### src/rtl/div_share_arb.sv
// div_share_arb
// Shares one fixed-latency pipelined divider between NUM_REQ requesters.
// Round-robin grant, one issue per clock, registered operands, and a tag
// pipeline matched to the divider latency that routes each result back to
// its requester in grant order.
// Optional build macro: DIV_SHARE_ARB_ZERO_GUARD_EN -- when defined, a
// divide-by-zero is tagged at issue and its response is forced to
// quotient = all ones, remainder = 0, ignoring the divider output.
module div_share_arb #(
    parameter int NUM_REQ = 2,
    parameter int WIDTH   = 32,
    parameter int LATENCY = 32
) (
    input  logic                         clk,
    input  logic                         rst,
    input  logic                         flush,
    input  logic [NUM_REQ-1:0]           req_valid,
    output logic [NUM_REQ-1:0]           req_ready,
    input  logic [NUM_REQ*WIDTH-1:0]     req_numer,
    input  logic [NUM_REQ*WIDTH-1:0]     req_denom,
    output logic [WIDTH-1:0]             div_numer,
    output logic [WIDTH-1:0]             div_denom,
    input  logic [WIDTH-1:0]             div_quotient,
    input  logic [WIDTH-1:0]             div_remain,
    output logic [NUM_REQ-1:0]           rsp_valid,
    output logic [WIDTH-1:0]             rsp_quotient,
    output logic [WIDTH-1:0]             rsp_remain,
    output logic [$clog2(LATENCY+3)-1:0] in_flight,
    output logic                         busy
);

    localparam int ID_W  = $clog2(NUM_REQ);
    localparam int CNT_W = $clog2(LATENCY + 3);
    localparam int DEPTH = LATENCY + 1;
    localparam int unsigned NR = NUM_REQ;

    logic [ID_W-1:0]       rr_ptr;
    logic [ID_W-1:0]       grant_id;
    logic                  grant_ok;
    logic                  hs;
    int unsigned           scan_idx;
    logic [WIDTH-1:0]      sel_numer;
    logic [WIDTH-1:0]      sel_denom;

    logic [DEPTH-1:0]      tag_vld;
    logic [DEPTH*ID_W-1:0] tag_id;
    logic                  tail_vld;
    logic [ID_W-1:0]       tail_id;
    logic [NUM_REQ-1:0]    tail_onehot;
    logic [WIDTH-1:0]      ret_quotient;
    logic [WIDTH-1:0]      ret_remain;

`ifdef DIV_SHARE_ARB_ZERO_GUARD_EN
    logic [DEPTH-1:0]      tag_zero;
    logic                  tail_zero;
`endif

    // Round-robin scan: first valid requester at or above rr_ptr, wrapping.
    always_comb begin
        grant_ok = 1'b0;
        grant_id = '0;
        scan_idx = 0;
        for (int unsigned k = 0; k < NR; k++) begin
            scan_idx = (32'(rr_ptr) + k) % NR;
            if (!grant_ok && req_valid[scan_idx[ID_W-1:0]]) begin
                grant_ok = 1'b1;
                grant_id = scan_idx[ID_W-1:0];
            end
        end
        if (rst || flush) begin
            grant_ok = 1'b0;
        end
    end

    // One-hot ready; the granted requester is valid by construction.
    always_comb begin
        req_ready = '0;
        for (int unsigned k = 0; k < NR; k++) begin
            req_ready[k] = grant_ok && (grant_id == ID_W'(k));
        end
    end

    assign hs = grant_ok;

    // Operand slice of the granted requester.
    always_comb begin
        sel_numer = '0;
        sel_denom = '0;
        for (int unsigned k = 0; k < NR; k++) begin
            if (grant_id == ID_W'(k)) begin
                sel_numer = req_numer[k*WIDTH +: WIDTH];
                sel_denom = req_denom[k*WIDTH +: WIDTH];
            end
        end
    end

    // Round-robin pointer: advance past the winner, restart at 0 on flush.
    always_ff @(posedge clk or posedge rst) begin
        if (rst) begin
            rr_ptr <= '0;
        end else if (flush) begin
            rr_ptr <= '0;
        end else if (hs) begin
            if (grant_id == ID_W'(NUM_REQ - 1)) begin
                rr_ptr <= '0;
            end else begin
                rr_ptr <= grant_id + 1'b1;
            end
        end
    end

    // Operand registers feeding the divider; hold between grants, survive flush.
    always_ff @(posedge clk or posedge rst) begin
        if (rst) begin
            div_numer <= '0;
            div_denom <= '0;
        end else if (hs) begin
            div_numer <= sel_numer;
            div_denom <= sel_denom;
        end
    end

    // Tag pipeline, LATENCY+1 deep, so the tail lines up with the divider output.
    always_ff @(posedge clk or posedge rst) begin
        if (rst) begin
            tag_vld <= '0;
            tag_id  <= '0;
        end else begin
            if (flush) begin
                tag_vld <= '0;
            end else begin
                tag_vld <= {tag_vld[DEPTH-2:0], hs};
            end
            tag_id <= {tag_id[(DEPTH-1)*ID_W-1:0], grant_id};
        end
    end

`ifdef DIV_SHARE_ARB_ZERO_GUARD_EN
    // Divide-by-zero marker travelling alongside the tag.
    always_ff @(posedge clk or posedge rst) begin
        if (rst) begin
            tag_zero <= '0;
        end else begin
            tag_zero <= {tag_zero[DEPTH-2:0], (sel_denom == '0)};
        end
    end

    assign tail_zero = tag_zero[DEPTH-1];
`endif

    assign tail_vld = tag_vld[DEPTH-1];
    assign tail_id  = tag_id[(DEPTH-1)*ID_W +: ID_W];

    // Result selection and one-hot owner decode for the tail entry.
    always_comb begin
        ret_quotient = div_quotient;
        ret_remain   = div_remain;
`ifdef DIV_SHARE_ARB_ZERO_GUARD_EN
        if (tail_zero) begin
            ret_quotient = '1;
            ret_remain   = '0;
        end
`endif
        tail_onehot = '0;
        for (int unsigned k = 0; k < NR; k++) begin
            tail_onehot[k] = (tail_id == ID_W'(k));
        end
    end

    // Response register: one strobe per emerging tag, suppressed by flush.
    always_ff @(posedge clk or posedge rst) begin
        if (rst) begin
            rsp_valid    <= '0;
            rsp_quotient <= '0;
            rsp_remain   <= '0;
        end else begin
            rsp_valid <= '0;
            if (tail_vld && !flush) begin
                rsp_valid    <= tail_onehot;
                rsp_quotient <= ret_quotient;
                rsp_remain   <= ret_remain;
            end
        end
    end

    // Outstanding count; an op stays counted through the cycle its strobe is visible.
    always_ff @(posedge clk or posedge rst) begin
        if (rst) begin
            in_flight <= '0;
        end else if (flush) begin
            in_flight <= '0;
        end else begin
            in_flight <= in_flight + CNT_W'(hs) - CNT_W'(|rsp_valid);
        end
    end

    assign busy = (in_flight != '0);

endmodule

### config.mk
export PLATFORM = sky130hd
export DESIGN_NAME = div_share_arb
export DESIGN_NICKNAME = d
export VERILOG_FILES = /design/src/rtl/div_share_arb.sv
export SDC_FILE = /design/constraint.sdc
export NUM_CORES = 1
export LEC_CHECK = 0
export CORE_ASPECT_RATIO = 0.6
export CORE_MARGIN = 5
export CORE_UTILIZATION = 30
export CTS_BUF_LIST = sky130_fd_sc_hd__clkbuf_4 sky130_fd_sc_hd__clkbuf_8 sky130_fd_sc_hd__clkbuf_16
export CTS_CLUSTER_DIAMETER = 30
export DETAILED_ROUTE_END_ITERATION = 16
export PLACE_DENSITY_LB_ADDON = 0.2
export SYNTH_ARGS = -nofsm -noshare
export SYNTH_HDL_FRONTEND = slang
export SYNTH_SLANG_ARGS = --single-unit
### constraint.sdc
create_clock -name clk -period 11.8 [get_ports clk]
set_input_delay 1.18 -clock clk [delete_from_list [all_inputs] [get_ports clk]]
set_output_delay 1.18 -clock clk [all_outputs]
set_load 0.02 [all_outputs]
; ---- After elaboration in Yosys (flattened, before gate mapping)
; Cells that the tools add are included.
[op_classes]
n_addsub = 4
mul = 0
div = 0
magnitude_cmp = 2
n_eq_ne = 0
shift = 0
muxes = 17
n_bitwise = 2
reduce_logical = 10
[op_table]
columns = operator, count
row1 = $mux W32, 2
row2 = $mux W33, 1
row3 = $mux W1, 12
row4 = $add A6 B1 Y6, 1
row5 = $mux W6, 1
row6 = $reduce_bool A6 Y1, 1
row7 = $sub A6 B1 Y6, 1
row8 = $logic_and A1 B1 Y1, 4
row9 = $lt A1 B2 Y1 const B, 2
row10 = $add A1 B1 Y1 const B, 2
row11 = $logic_not A1 Y1, 2
row12 = $mux W2, 1
row13 = $not A1 Y1, 2
row14 = $reduce_bool A2 Y1, 1
row15 = $reduce_or A2 Y1, 1
row16 = $logic_or A1 B1 Y1, 1
[totals]
regBits = 203
latch_bits = 0
mem_bits_rw = 0
romBits = 0
input_bits = 197
output_inout_bits = 139
mem_count = 0

; ---- Longest topological paths before layout
[logic_depth]
word_depth = 10
mapped_depth = 12
ltp_nobuf = 9

; ---- Worst setup path after synthesis
; No wires, ideal clock.
[synth_path]
kind = input -> register
from = in flush
to = reg in_flight[4]
setup_time_ns = 0.125
arrival_time_ns = 3.388
required_time_ns = 11.675
setup_slack_ns = 8.288
stages = 12
path_buffers = 3
path_cell_list = buf_4 -> nor2_2 -> buf_2 -> buf_2 -> nand2_1 -> ha_1 -> inv_1 -> ha_1 -> fa_1 -> a21o_1 -> a21oi_1 -> mux2_2
[synth_via]
elab_chain_len = 5
[synth_rtl]
columns = element, line
row1 = start: declaration, 16  ; input logic flush,
row2 = $logic_or A1 B1 Y1, 70  ; if (rst || flush) begin
row3 = $mux W1, 70
row4 = $add A6 B1 Y6, 193  ; in_flight <= in_flight + CNT_W'(hs) - CNT_W'(|rsp_valid);
row5 = $sub A6 B1 Y6, 193
row6 = $mux W6 *, 190  ; end else if (flush) begin
row7 = end signal: assignment, 193
row8 = end: declaration, 28  ; output logic [$clog2(LATENCY+3)-1:0] in_flight,
; Mark *: on every way between the ends. The rest lies on a longest branch, timed or not.
; A chain may end at the register's enable or synchronous reset.

; ---- Worst setup path in the final report
[layout_path]
from = in rst
to = out req_ready[0]
[layout_via]
elab_chain_len = 3
[layout_rtl]
columns = element, line
row1 = start: declaration, 15  ; input logic rst,
row2 = $logic_or A1 B1 Y1, 70
row3 = $mux W1, 70
row4 = $logic_and A1 B1 Y1, 79  ; req_ready[k] = grant_ok && (grant_id == ID_W'(k));
row5 = end: declaration, 18  ; output logic [NUM_REQ-1:0] req_ready,
; No other way between the ends.

==> run metrics <==
Cell Area, Synth approximately 0.0078 mm^2; synthesized area per cell 14.9 um^2; clock insertion delay at the later pin of the skew report 0.50 ns; worst setup path end req_ready[0]; antenna cells 0; gr usage total 14.9%; PD cells 176 mW/mm^2; CP Class in2out; DRC violations left 0; Max Cap Viol 0; Top Ports 336; compound-cell area share of the yosys netlist 15.6%; Clock transition at path regs 0.05 ns; Least-Margin Pin Slew 0.985 ns; endpoint type of the worst setup path output pin; Crit path required time 10.62 ns; largest net degree at the start of global routing 126; critical path's top delay family buffers and inverters; final setup fails 0; FF-to-FF Start rsp_valid[1]; Clock Sinks around 200; Avg WL per Cell approximately 18 um; Synth Area in Simple Gates 4.19%; initial antenna violation count 1; fmax 0.188 GHz; Synth warnings 0; HPWL after detailed placement 15500 um; CTS tree built; first-pass GRT wire length 35100 um; multiplexer share of the synthesized area a little under a tenth; largest fanout on the critical path 66; status complete, no violations; root buf cell clkbuf_16; vias in the first global route 6019; core area about 0.026 mm^2; cells after synthesis 526; most frequent cells in the layout clkdlybuf4s50_1, dfrtp_1, mux2_2; fin. max-slew vios 0; worst min path class reg2reg; fill count 2229; CP Launch Point rst; crit path buf inv count 3; logic depth of the worst setup path including buffers 5; asr flop ratio synth 100%; vias between 5000 and 6000; die height 135 um; overall power 2240 uW; cts bufs inserted 38; Synth Flop Type dfrtp_1; R2R Setup Slk 9.33 ns; flops & latches, synth 203; DIE AREA 0.0295 mm^2; Tmin final around 5.3 ns; R2R depth 8; drt first pass iters 4; CP Launch Type input pin; slew margin rel. ~34%; EDFF count, synth 0; RR Endpoint in_flight[4]; syn nets 732; critical path arrival 4.13 ns; most used cell, CP clkdlybuf4s50_1; Hold Buf Count CTS 0; Worst path max stage delay roughly 0.86 ns; final hold viol count 0; layout cells sized above 1 16.8%; global route overflow 0; Starting Density 30.7%; xor and xnor area share after synthesis less than 1%; commonest non-fill, non-tap cell in the layout clkdlybuf4s50_1; post-route ant nets 0; clk buf depth 3; leakage 0.00563 uW; slowest CP cell and3_4; Worst Skew 0.0192 ns; Setup Buffers After CTS 0; DR iter-0 viols 288; routed wire length about 23000 um; maximum vdd drop 0.000102 V; main combinational cell family by area after synthesis compound AO/OA/AOI/OAI gates; PostCTS Resize Cnt 0; Seq/Total Area, Yosys roughly 65%; P&R area growth vs syn 62.7%; setup TNS 0 ns; H-tree lvl count 2; crit path cell chain clkdlybuf4s50_1 > nor2_4 > buf_4 > and3_4 > clkdlybuf4s50_1; Layout Utilization 49.9%; Final Cycle Share 45.0%; via density per instance 4.56; fin nets 1073; row count 45; RSZ-0062 raised after global routing no; count of input and output buffers 335; GP Congestion 0.756; Chip Width between 200 and 250 um; Netlist cell types 34; Post-Synth Adder-Cell Area between 1.5 and 2%
==> sequential cells by signal, indices dropped and copies added (netlist names) <==
name          count
div_numer        32
tag_vld          33
rsp_remain       32
rsp_valid         2
rsp_quotient     32
rr_ptr            1
tag_id           33
div_denom        32
in_flight         6
==> through the flow <==
step	setup WS [ns]	instance area [um^2]	hold WS (ns)	std cells
floorplan	5.08	7830	0.331	526
global placement	6.47	11400	0.331	1179
detailed placement	6.45	11400	0.335	1179
CTS	6.46	12700	0.342	1247
global route	6.34	12700	0.343	1247
finish	6.49	12700	0.339	1247
==> Yosys cell counts, types with 2 or more instances <==
cell,count,area [um^2]
clkbuf_1,8,30.0
a21oi_1,3,15.0
nand2_1,2,7.51
ha_1,8,100
a221o_1,64,641
nor4_1,2,12.5
dfrtp_1,203,5080
a21boi_1,9,67.6
nor2_1,5,18.8
nor2b_1,37,231
mux2_2,66,743
a21boi_0,55,413
buf_6,11,124
inv_1,13,48.8
buf_2,14,70.1
buf_4,7,52.6
a21o_1,2,15.0
==> final cells by class <==
class                      count  area [um^2]  area share [%]
inverter                      14         60.1           0.471
multi-input combinational    269         2430            19.1
sequential                   203         5080            39.9
timing repair buffer         341         3390            26.6
clock inverter                19          251            1.97
clock buffer                  49         1080            8.50
tap                          352          440            3.46
==> cell families after synthesis <==
family | Yosys count
DFF | 203
AOI/OAI and AO/OA | 139
muxes | 66
buffers and inverters | 54
and+or+nand+nor | 54
adders and majority gates | 9
xor gates and xnor gates | 1
==> worst min-delay path by stage <==
stage / from / end / slack [ns] / depth (start not counted)
4_1_cts: tag_id[6] / tag_id[7] / 0.34 / 0
2_1_floorplan: tag_id[9] / tag_id[10] / 0.33 / 0
5_1_grt: tag_id[10] / tag_id[11] / 0.34 / 0
3_3_place_gp: tag_id[11] / tag_id[12] / 0.33 / 0
3_5_place_dp: tag_id[2] / tag_id[3] / 0.33 / 0
6_report: tag_id[6] / tag_id[7] / 0.34 / 0
==> report_power, final <==
part	switching (uW)	total (uW)	internal [uW]	leakage, uW
registers	25.4	774	749	0.00269
clock network	356	1110	758	0.000654
logic	161	353	192	0.00228
total	543	2240	1700	0.00563
==> routing by layer <==
metal	share of wire (%)	routed length, um	vias up	global-route usage, %
li1	-	-	2623	-
met1	47	10700	2801	21.2
met2	42	9580	228	20.4
met3	9.8	2240	30	6.90
met4	1.6	361	2	4.25
met5	0.048	11	-	0
No activity file was read; power rests on OpenSTA's default activity.
